File: src/rtl/screen_cursor_ctrl_pkg.sv
// rtl/screen_cursor_ctrl_pkg.sv - shared constants and types for the character-screen cursor controller
package screen_cursor_ctrl_pkg;

  localparam int GLYPH_W  = 6;
  localparam int COLOUR_W = 3;
  localparam int DATA_W   = GLYPH_W + COLOUR_W;
  localparam int ADDR_W   = 9;
  localparam int X_W      = 5;
  localparam int Y_W      = 4;

  localparam logic [2:0] MV_NONE  = 3'b000;
  localparam logic [2:0] MV_LEFT  = 3'b001;
  localparam logic [2:0] MV_RIGHT = 3'b010;
  localparam logic [2:0] MV_DOWN  = 3'b011;
  localparam logic [2:0] MV_UP    = 3'b100;

  localparam logic [1:0] ST_IDLE     = 2'd0;
  localparam logic [1:0] ST_CHAR_WR  = 2'd1;
  localparam logic [1:0] ST_CLEAR_WR = 2'd2;

  localparam logic [COLOUR_W-1:0] DEFAULT_COLOUR = 3'b111;

  typedef struct packed {
    logic [GLYPH_W-1:0]  glyph;
    logic [COLOUR_W-1:0] colour;
  } wr_data_t;

  function automatic logic is_move(input logic [2:0] code);
    return (code == MV_LEFT) || (code == MV_RIGHT) || (code == MV_DOWN) || (code == MV_UP);
  endfunction

endpackage

File: src/rtl/screen_cursor_ctrl_if.sv
// rtl/screen_cursor_ctrl_if.sv - frame-buffer write port between controller and frame buffer
interface screen_cursor_ctrl_if;
  import screen_cursor_ctrl_pkg::*;

  logic              wr_req;
  logic [ADDR_W-1:0] wr_addr;
  logic [DATA_W-1:0] wr_data;
  logic              wr_ack;

  modport master (output wr_req, output wr_addr, output wr_data, input wr_ack);
  modport slave  (input wr_req, input wr_addr, input wr_data, output wr_ack);

endinterface

File: src/rtl/screen_cursor_ctrl_cursor_pos.sv
// rtl/screen_cursor_ctrl_cursor_pos.sv - cursor x/y register with wrap arithmetic and cell address
module cursor_pos
  import screen_cursor_ctrl_pkg::*;
#(
  parameter int COLS = 20,
  parameter int ROWS = 15
) (
  input  logic              clock,
  input  logic              reset,
  input  logic              advance_i,
  input  logic              home_i,
  input  logic              move_en_i,
  input  logic [2:0]        move_i,
  output logic [X_W-1:0]    x_o,
  output logic [Y_W-1:0]    y_o,
  output logic [ADDR_W-1:0] addr_o
);

  localparam logic [X_W-1:0] X_LAST = X_W'(COLS - 1);
  localparam logic [Y_W-1:0] Y_LAST = Y_W'(ROWS - 1);

  logic [X_W-1:0] x_q, x_d;
  logic [Y_W-1:0] y_q, y_d;

  always_comb begin
    x_d = x_q;
    y_d = y_q;
    if (home_i) begin
      x_d = '0;
      y_d = '0;
    end else if (advance_i) begin
      // Text-style advance: end of row spills into the next row, last cell wraps home
      if (x_q == X_LAST) begin
        x_d = '0;
        y_d = (y_q == Y_LAST) ? '0 : y_q + Y_W'(1);
      end else begin
        x_d = x_q + X_W'(1);
      end
    end else if (move_en_i) begin
      case (move_i)
        MV_LEFT:  x_d = (x_q == '0)     ? X_LAST : x_q - X_W'(1);
        MV_RIGHT: x_d = (x_q == X_LAST) ? '0     : x_q + X_W'(1);
        MV_UP:    y_d = (y_q == '0)     ? Y_LAST : y_q - Y_W'(1);
        MV_DOWN:  y_d = (y_q == Y_LAST) ? '0     : y_q + Y_W'(1);
        default: begin
          x_d = x_q;
          y_d = y_q;
        end
      endcase
    end
  end

  always_ff @(posedge clock or negedge reset) begin
    if (!reset) begin
      x_q <= '0;
      y_q <= '0;
    end else begin
      x_q <= x_d;
      y_q <= y_d;
    end
  end

  assign x_o    = x_q;
  assign y_o    = y_q;
  assign addr_o = ADDR_W'(y_q) * ADDR_W'(COLS) + ADDR_W'(x_q);

endmodule

File: src/rtl/screen_cursor_ctrl.sv
// rtl/screen_cursor_ctrl.sv - character-screen cursor controller issuing frame-buffer writes
module screen_cursor_ctrl
  import screen_cursor_ctrl_pkg::*;
#(
  parameter int         COLS        = 20,
  parameter int         ROWS        = 15,
  parameter logic [5:0] BLANK_GLYPH = 6'b111111
) (
  input  logic                 clock,
  input  logic                 reset,
  input  logic                 char_stb,
  input  logic [GLYPH_W-1:0]   glyph_in,
  input  logic                 r,
  input  logic                 g,
  input  logic                 b,
  input  logic                 f,
  input  logic [2:0]           up,
  screen_cursor_ctrl_if.master fb,
  output logic [X_W-1:0]       cursor_x,
  output logic [Y_W-1:0]       cursor_y,
  output logic [COLOUR_W-1:0]  colour,
  output logic                 busy
);

  localparam logic [ADDR_W-1:0] LAST_ADDR = ADDR_W'(COLS * ROWS - 1);

  logic [1:0]          state_q, state_d;
  logic                wr_req_q, wr_req_d;
  logic [ADDR_W-1:0]   wr_addr_q, wr_addr_d;
  wr_data_t            wr_data_q, wr_data_d;
  logic [COLOUR_W-1:0] colour_q, colour_d;

  logic              xfer_done;
  logic              advance;
  logic              home;
  logic              move_en;
  logic [ADDR_W-1:0] cur_addr;

  assign xfer_done = wr_req_q & fb.wr_ack;

  always_comb begin
    state_d   = state_q;
    wr_req_d  = wr_req_q;
    wr_addr_d = wr_addr_q;
    wr_data_d = wr_data_q;
    colour_d  = colour_q ^ {r, g, b};
    advance   = 1'b0;
    home      = 1'b0;
    move_en   = 1'b0;
    case (state_q)
      ST_IDLE: begin
        // Latched data uses the colour before this cycle's toggles
        if (f) begin
          state_d   = ST_CLEAR_WR;
          wr_req_d  = 1'b1;
          wr_addr_d = '0;
          wr_data_d = '{glyph: BLANK_GLYPH, colour: colour_q};
        end else if (char_stb) begin
          state_d   = ST_CHAR_WR;
          wr_req_d  = 1'b1;
          wr_addr_d = cur_addr;
          wr_data_d = '{glyph: glyph_in, colour: colour_q};
        end else begin
          move_en = is_move(up);
        end
      end
      ST_CHAR_WR: begin
        if (xfer_done) begin
          state_d  = ST_IDLE;
          wr_req_d = 1'b0;
          advance  = 1'b1;
        end
      end
      ST_CLEAR_WR: begin
        if (xfer_done) begin
          if (wr_addr_q == LAST_ADDR) begin
            state_d  = ST_IDLE;
            wr_req_d = 1'b0;
            home     = 1'b1;
          end else begin
            wr_addr_d = wr_addr_q + ADDR_W'(1);
          end
        end
      end
      default: begin
        state_d  = ST_IDLE;
        wr_req_d = 1'b0;
      end
    endcase
  end

  always_ff @(posedge clock or negedge reset) begin
    if (!reset) begin
      state_q   <= ST_IDLE;
      wr_req_q  <= 1'b0;
      wr_addr_q <= '0;
      wr_data_q <= '0;
      colour_q  <= DEFAULT_COLOUR;
    end else begin
      state_q   <= state_d;
      wr_req_q  <= wr_req_d;
      wr_addr_q <= wr_addr_d;
      wr_data_q <= wr_data_d;
      colour_q  <= colour_d;
    end
  end

  cursor_pos #(
    .COLS (COLS),
    .ROWS (ROWS)
  ) u_cursor_pos (
    .clock     (clock),
    .reset     (reset),
    .advance_i (advance),
    .home_i    (home),
    .move_en_i (move_en),
    .move_i    (up),
    .x_o       (cursor_x),
    .y_o       (cursor_y),
    .addr_o    (cur_addr)
  );

  assign fb.wr_req  = wr_req_q;
  assign fb.wr_addr = wr_addr_q;
  assign fb.wr_data = wr_data_q;
  assign colour     = colour_q;
  assign busy       = (state_q != ST_IDLE);

endmodule

File: src/flat_wrapper.sv
// flat-port wrapper written by rule: the top's interface ports become plain ports
module screen_cursor_ctrl_flat import screen_cursor_ctrl_pkg::*;
#(
  parameter int         COLS        = 20,
  parameter int         ROWS        = 15,
  parameter logic [5:0] BLANK_GLYPH = 6'b111111
)
  (clock, reset, char_stb, glyph_in, r, g, b, f, up, cursor_x, cursor_y, colour, busy, fb_wr_req, fb_wr_addr, fb_wr_data, fb_wr_ack);
  screen_cursor_ctrl_if fb_i ();
  input  logic clock;
  input  logic reset;
  input  logic char_stb;
  input  logic [GLYPH_W-1:0] glyph_in;
  input  logic r;
  input  logic g;
  input  logic b;
  input  logic f;
  input  logic [2:0] up;
  output logic [X_W-1:0] cursor_x;
  output logic [Y_W-1:0] cursor_y;
  output logic [COLOUR_W-1:0] colour;
  output logic busy;
  output wire logic [$bits(fb_i.wr_req)-1:0] fb_wr_req;
  output wire logic [$bits(fb_i.wr_addr)-1:0] fb_wr_addr;
  output wire logic [$bits(fb_i.wr_data)-1:0] fb_wr_data;
  input wire logic [$bits(fb_i.wr_ack)-1:0] fb_wr_ack;
  assign fb_wr_req = fb_i.wr_req;
  assign fb_wr_addr = fb_i.wr_addr;
  assign fb_wr_data = fb_i.wr_data;
  assign fb_i.wr_ack = fb_wr_ack;
  screen_cursor_ctrl #(.COLS(COLS), .ROWS(ROWS), .BLANK_GLYPH(BLANK_GLYPH)) u_core (.clock(clock), .reset(reset), .char_stb(char_stb), .glyph_in(glyph_in), .r(r), .g(g), .b(b), .f(f), .up(up), .fb(fb_i), .cursor_x(cursor_x), .cursor_y(cursor_y), .colour(colour), .busy(busy));
endmodule
File: config.mk
export PLATFORM = sky130hd
export DESIGN_NAME = screen_cursor_ctrl_flat
export DESIGN_NICKNAME = d
export VERILOG_FILES = /design/src/rtl/screen_cursor_ctrl_pkg.sv /design/src/rtl/screen_cursor_ctrl_if.sv /design/src/rtl/screen_cursor_ctrl_cursor_pos.sv /design/src/rtl/screen_cursor_ctrl.sv /design/src/flat_wrapper.sv
export SDC_FILE = /design/constraint.sdc
export NUM_CORES = 1
export LEC_CHECK = 0
export CAP_MARGIN = 20
export CORE_MARGIN = 4
export CORE_UTILIZATION = 35
export CTS_CLUSTER_SIZE = 8
export DETAILED_ROUTE_END_ITERATION = 8
export PLACE_DENSITY_LB_ADDON = 0.15
export RECOVER_POWER = 50
export SLEW_MARGIN = 10
export SYNTH_ARGS = -nofsm -noshare
export SYNTH_HDL_FRONTEND = slang
export SYNTH_SLANG_ARGS = --single-unit
export TNS_END_PERCENT = 20
File: constraint.sdc
create_clock -name clock -period 3.15 [get_ports clock]
set_input_delay 0.4725 -clock clock [delete_from_list [all_inputs] [get_ports clock]]
set_output_delay 0.4725 -clock clock [all_outputs]
set_load 0.02 [all_outputs]
==> summary.txt <==
CTS
  • Num CTS Buffers: 5
  • Root Driver: clkbuf_8
  • Resize count post-CTS: 0
  • Clock Path Buffers: 2
  • CTS Hold Bufs: 0
  • CTS tree: built
  • Worst skew pair latency: slightly below 0.3 ns
  • CTS H-tree depth: 2
  • Clock-pin slew on the worst setup and hold paths: approximately 0.080 ns
  • Setup Fix Bufs, Post-CTS: 0
  • Clock sink count: 33

Floorplan
  • IO Pins: 49
  • Die area: slightly above 8000 sq um
  • Core area: approximately 6500 sq um
  • Die width: between 90 and 100 um
  • Initial Util: 0.369
  • Row count: 29
  • Chip Height: between 90 and 100 um

Synth
  • Sequential share of the synthesized area: 0.346
  • Top-count cell post-synth: nor2_1
  • EDFF count, synth: 0
  • Mapped Area: around 2400 sq um
  • Post-synthesis register bit count: 33
  • Ys async rst share: 1.00
  • Yosys top cell by area: dfrtp_1
  • Avg Inst Size Synth: slightly below 9 sq um
  • Synth cell count leaders: 34 x nor2_1, 30 x dfrtp_1, 28 x a21oi_1
  • Cells after Synth: 275
  • Count of different cell masters after synthesis: 57
  • Synth area leaders: dfrtp_1 31%, ha_1 7.3%, a21oi_1 5.8%
  • YS warnings: 0
  • Main flop type after synthesis: dfrtp_1
  • Share of the synthesized area in the top cell type: 0.313
  • Synth Net Count: 308

Outcome
  • Failing checks: max-capacitance violations, max-slew violations
  • Status: finished with violations

Layout
  • Synth-to-layout area growth: 28.2%
  • Diodes inserted: 0
  • Share of cells above drive strength 1: 0.0831
  • Final core occ: 0.473
  • Fin area: a little over 3000 sq um
  • # nets final: roughly 360
  • Filler cell count: 619
  • Finished Layout Cells: about 400

Global routing
  • Vias in the first global route: around 2,100
  • Total grt overflow: 0
  • Largest net degree at the start of global routing: 34
  • GRT Total Usage: 0.157
  • Initial antenna violation count: 0
  • First-pass GRT wire length: ~11,000 um

Timing
  • Setup TNS: 0 ns
  • RSZ-0062 raised after global routing: no
  • Slew Viols, Final: 34
  • Final WS setup: 0.655 ns
  • Final min period: approximately 2.5 ns
  • Endpoints failing hold: 0
  • Setup Viol. Count Final: 0
  • Final period utilization: 0.792
  • Final Skew: a little under 0.01 ns
  • Relative slew slack: -0.229
  • Fmax: roughly 400 MHz
  • Final Hold Slack: 0.506 ns
  • Worst-Margin Slew: between 1.5 and 2 ns

Worst setup path
  • Critical path class: reg -> reg
  • Crit start category: register
  • Critical-path cell list: ha_1 -> ha_1 -> inv_1 -> fa_1 -> nand2b_1 -> nor2_1 -> mux2i_1 -> a2bb2oi_1 -> o211ai_1
  • Reg-to-Reg Start: u_core.u_cursor_pos.y_o[3]
  • Worst Setup End Kind: register
  • Delay-heaviest family, CP: adder cells
  • Critical R2R Capture: u_core.fb.wr_addr[8]
  • CP Max Fanout: 12
  • Slowest cell on crit path: dfrtp_1
  • FF-to-FF setup slack: between 0.6 and 0.7 ns
  • Most common cell on crit path: ha_1
  • Bufs and invs on worst path: 1
  • Critical path arrival: ~2.7 ns
  • Worst R2R Path Depth: 9
  • Slowest stage delay, CP: about 0.57 ns
  • Critical Path RT: roughly 3.4 ns

Job
  • Max Cap Viol: 1

Route
  • Initial DRC count: 94
  • Routed wire per std cell: 15.6 um
  • Routed WL: 6260 um
  • # DRC: 0
  • First-pass DRT Iterations: 4
  • Via count: about 2,200
  • Vias/cell: approximately 5.4
  • ANT nets after route: 0

Power and ir drop
  • Pleak: 1.26 nW
  • Cell Pwr Density: a little over 700 nW/um^2
  • VDD IR max: approximately 390 uV
  • Design Power: between 2 and 2.5 mW

Min path
  • Min-delay src: u_core.fb.wr_data[2]
  • Hold Crit Class: reg -> reg
  • WHS Path Cells: 1
  • Hold endpoint: u_core.fb.wr_data[2]

Place
  • # port buffers: 48
  • Place WS: around 0.65 ns
  • Post-Place Cells: 394
  • RD Place Congestion: 0.854
  • HPWL after DPL: 4560 um
  • Placed inst area: just under 3000 sq um
[worst max-delay path by stage]
stage | start | to | slack, ns | cells after the start
floorplan | u_core.u_cursor_pos.y_o[1] | u_core.fb.wr_addr[8] | 0.74 | 9
global placement | fb_wr_ack | u_core.u_cursor_pos.x_o[4] | 0.70 | 6
detailed placement | fb_wr_ack | u_core.u_cursor_pos.x_o[4] | 0.65 | 6
CTS | u_core.u_cursor_pos.y_o[3] | u_core.fb.wr_addr[8] | 0.65 | 9
global route | reset | u_core.u_cursor_pos.y_o[1] | 0.39 | 2
finish | u_core.u_cursor_pos.y_o[3] | u_core.fb.wr_addr[8] | 0.65 | 9
[registers in the layout, indices dropped and copies added (netlist names)]
name,flops
u_core.fb.wr_addr,9
u_core.fb.wr_data,9
u_core.u_cursor_pos.x_o,5
u_core.u_cursor_pos.y_o,4
u_core.colour,3
u_core.state_q,2
u_core.fb.wr_req,1
[routing by layer]
metal,share of wire,global-route usage,routed length [um]
met1,0.49,0.221,3100
met2,0.45,0.238,2830
met3,0.045,0.0425,281
met4,0.0077,0.0344,48
met5,0,0,0
[power by group]
part	switching, mW	leakage (nW)	total (mW)	internal (mW)
clock	0.169	0.0585	0.427	0.258
sequential	0.188	0.377	0.765	0.576
combinational	0.528	0.824	1.02	0.495
[cell type report]
type / count / area, sq um / area share
Timing Repair Buffer: 53 / 510 / 0.166
Inverter: 13 / 48.8 / 0.0159
Sequential cell: 33 / 830 / 0.270
Clock inverter: 1 / 30.0 / 0.00977
Tap cell: 77 / 96.3 / 0.0313
Multi-Input combinational cell: 218 / 1470 / 0.479
Clock buffer: 7 / 86.3 / 0.0281
[cells in the final DEF (no fill, tap or decap), types with 3 or more instances in the layout]
cell type	count
nor2_1	34
clkdlybuf4s50_1	33
dfrtp_1	30
a21oi_1	28
nand2_1	18
dlygate4sd3_1	15
ha_1	14
inv_1	13
o21ai_0	10
nand3_1	9
mux2_2	6
clkbuf_8	6
a211oi_1	5
nand2b_1	5
xnor2_1	5
a31oi_1	5
o211ai_1	5
xor2_1	4
a21o_1	4
nor3_1	4
nand4_1	4
mux2i_1	4
nor2b_1	3
or3_1	3
a31o_2	3
clkbuf_1	3
buf_4	3
dfstp_2	3
[cell families (layout without fill, tap and decap cells)]
| family | after synthesis | after routing | share of synthesized area |
|---|---|---|---|
| compound gates | 80 | 80 | 0.219 |
| xor+xnor | 9 | 9 | 0.0329 |
| fa+ha+maj | 16 | 16 | 0.0898 |
| buf+inv | 24 | 74 | 0.0397 |
| flops | 33 | 33 | 0.346 |
| mux | 10 | 10 | 0.0449 |
| simple gates | 103 | 103 | 0.228 |
No activity file was read; power rests on OpenSTA's default activity.
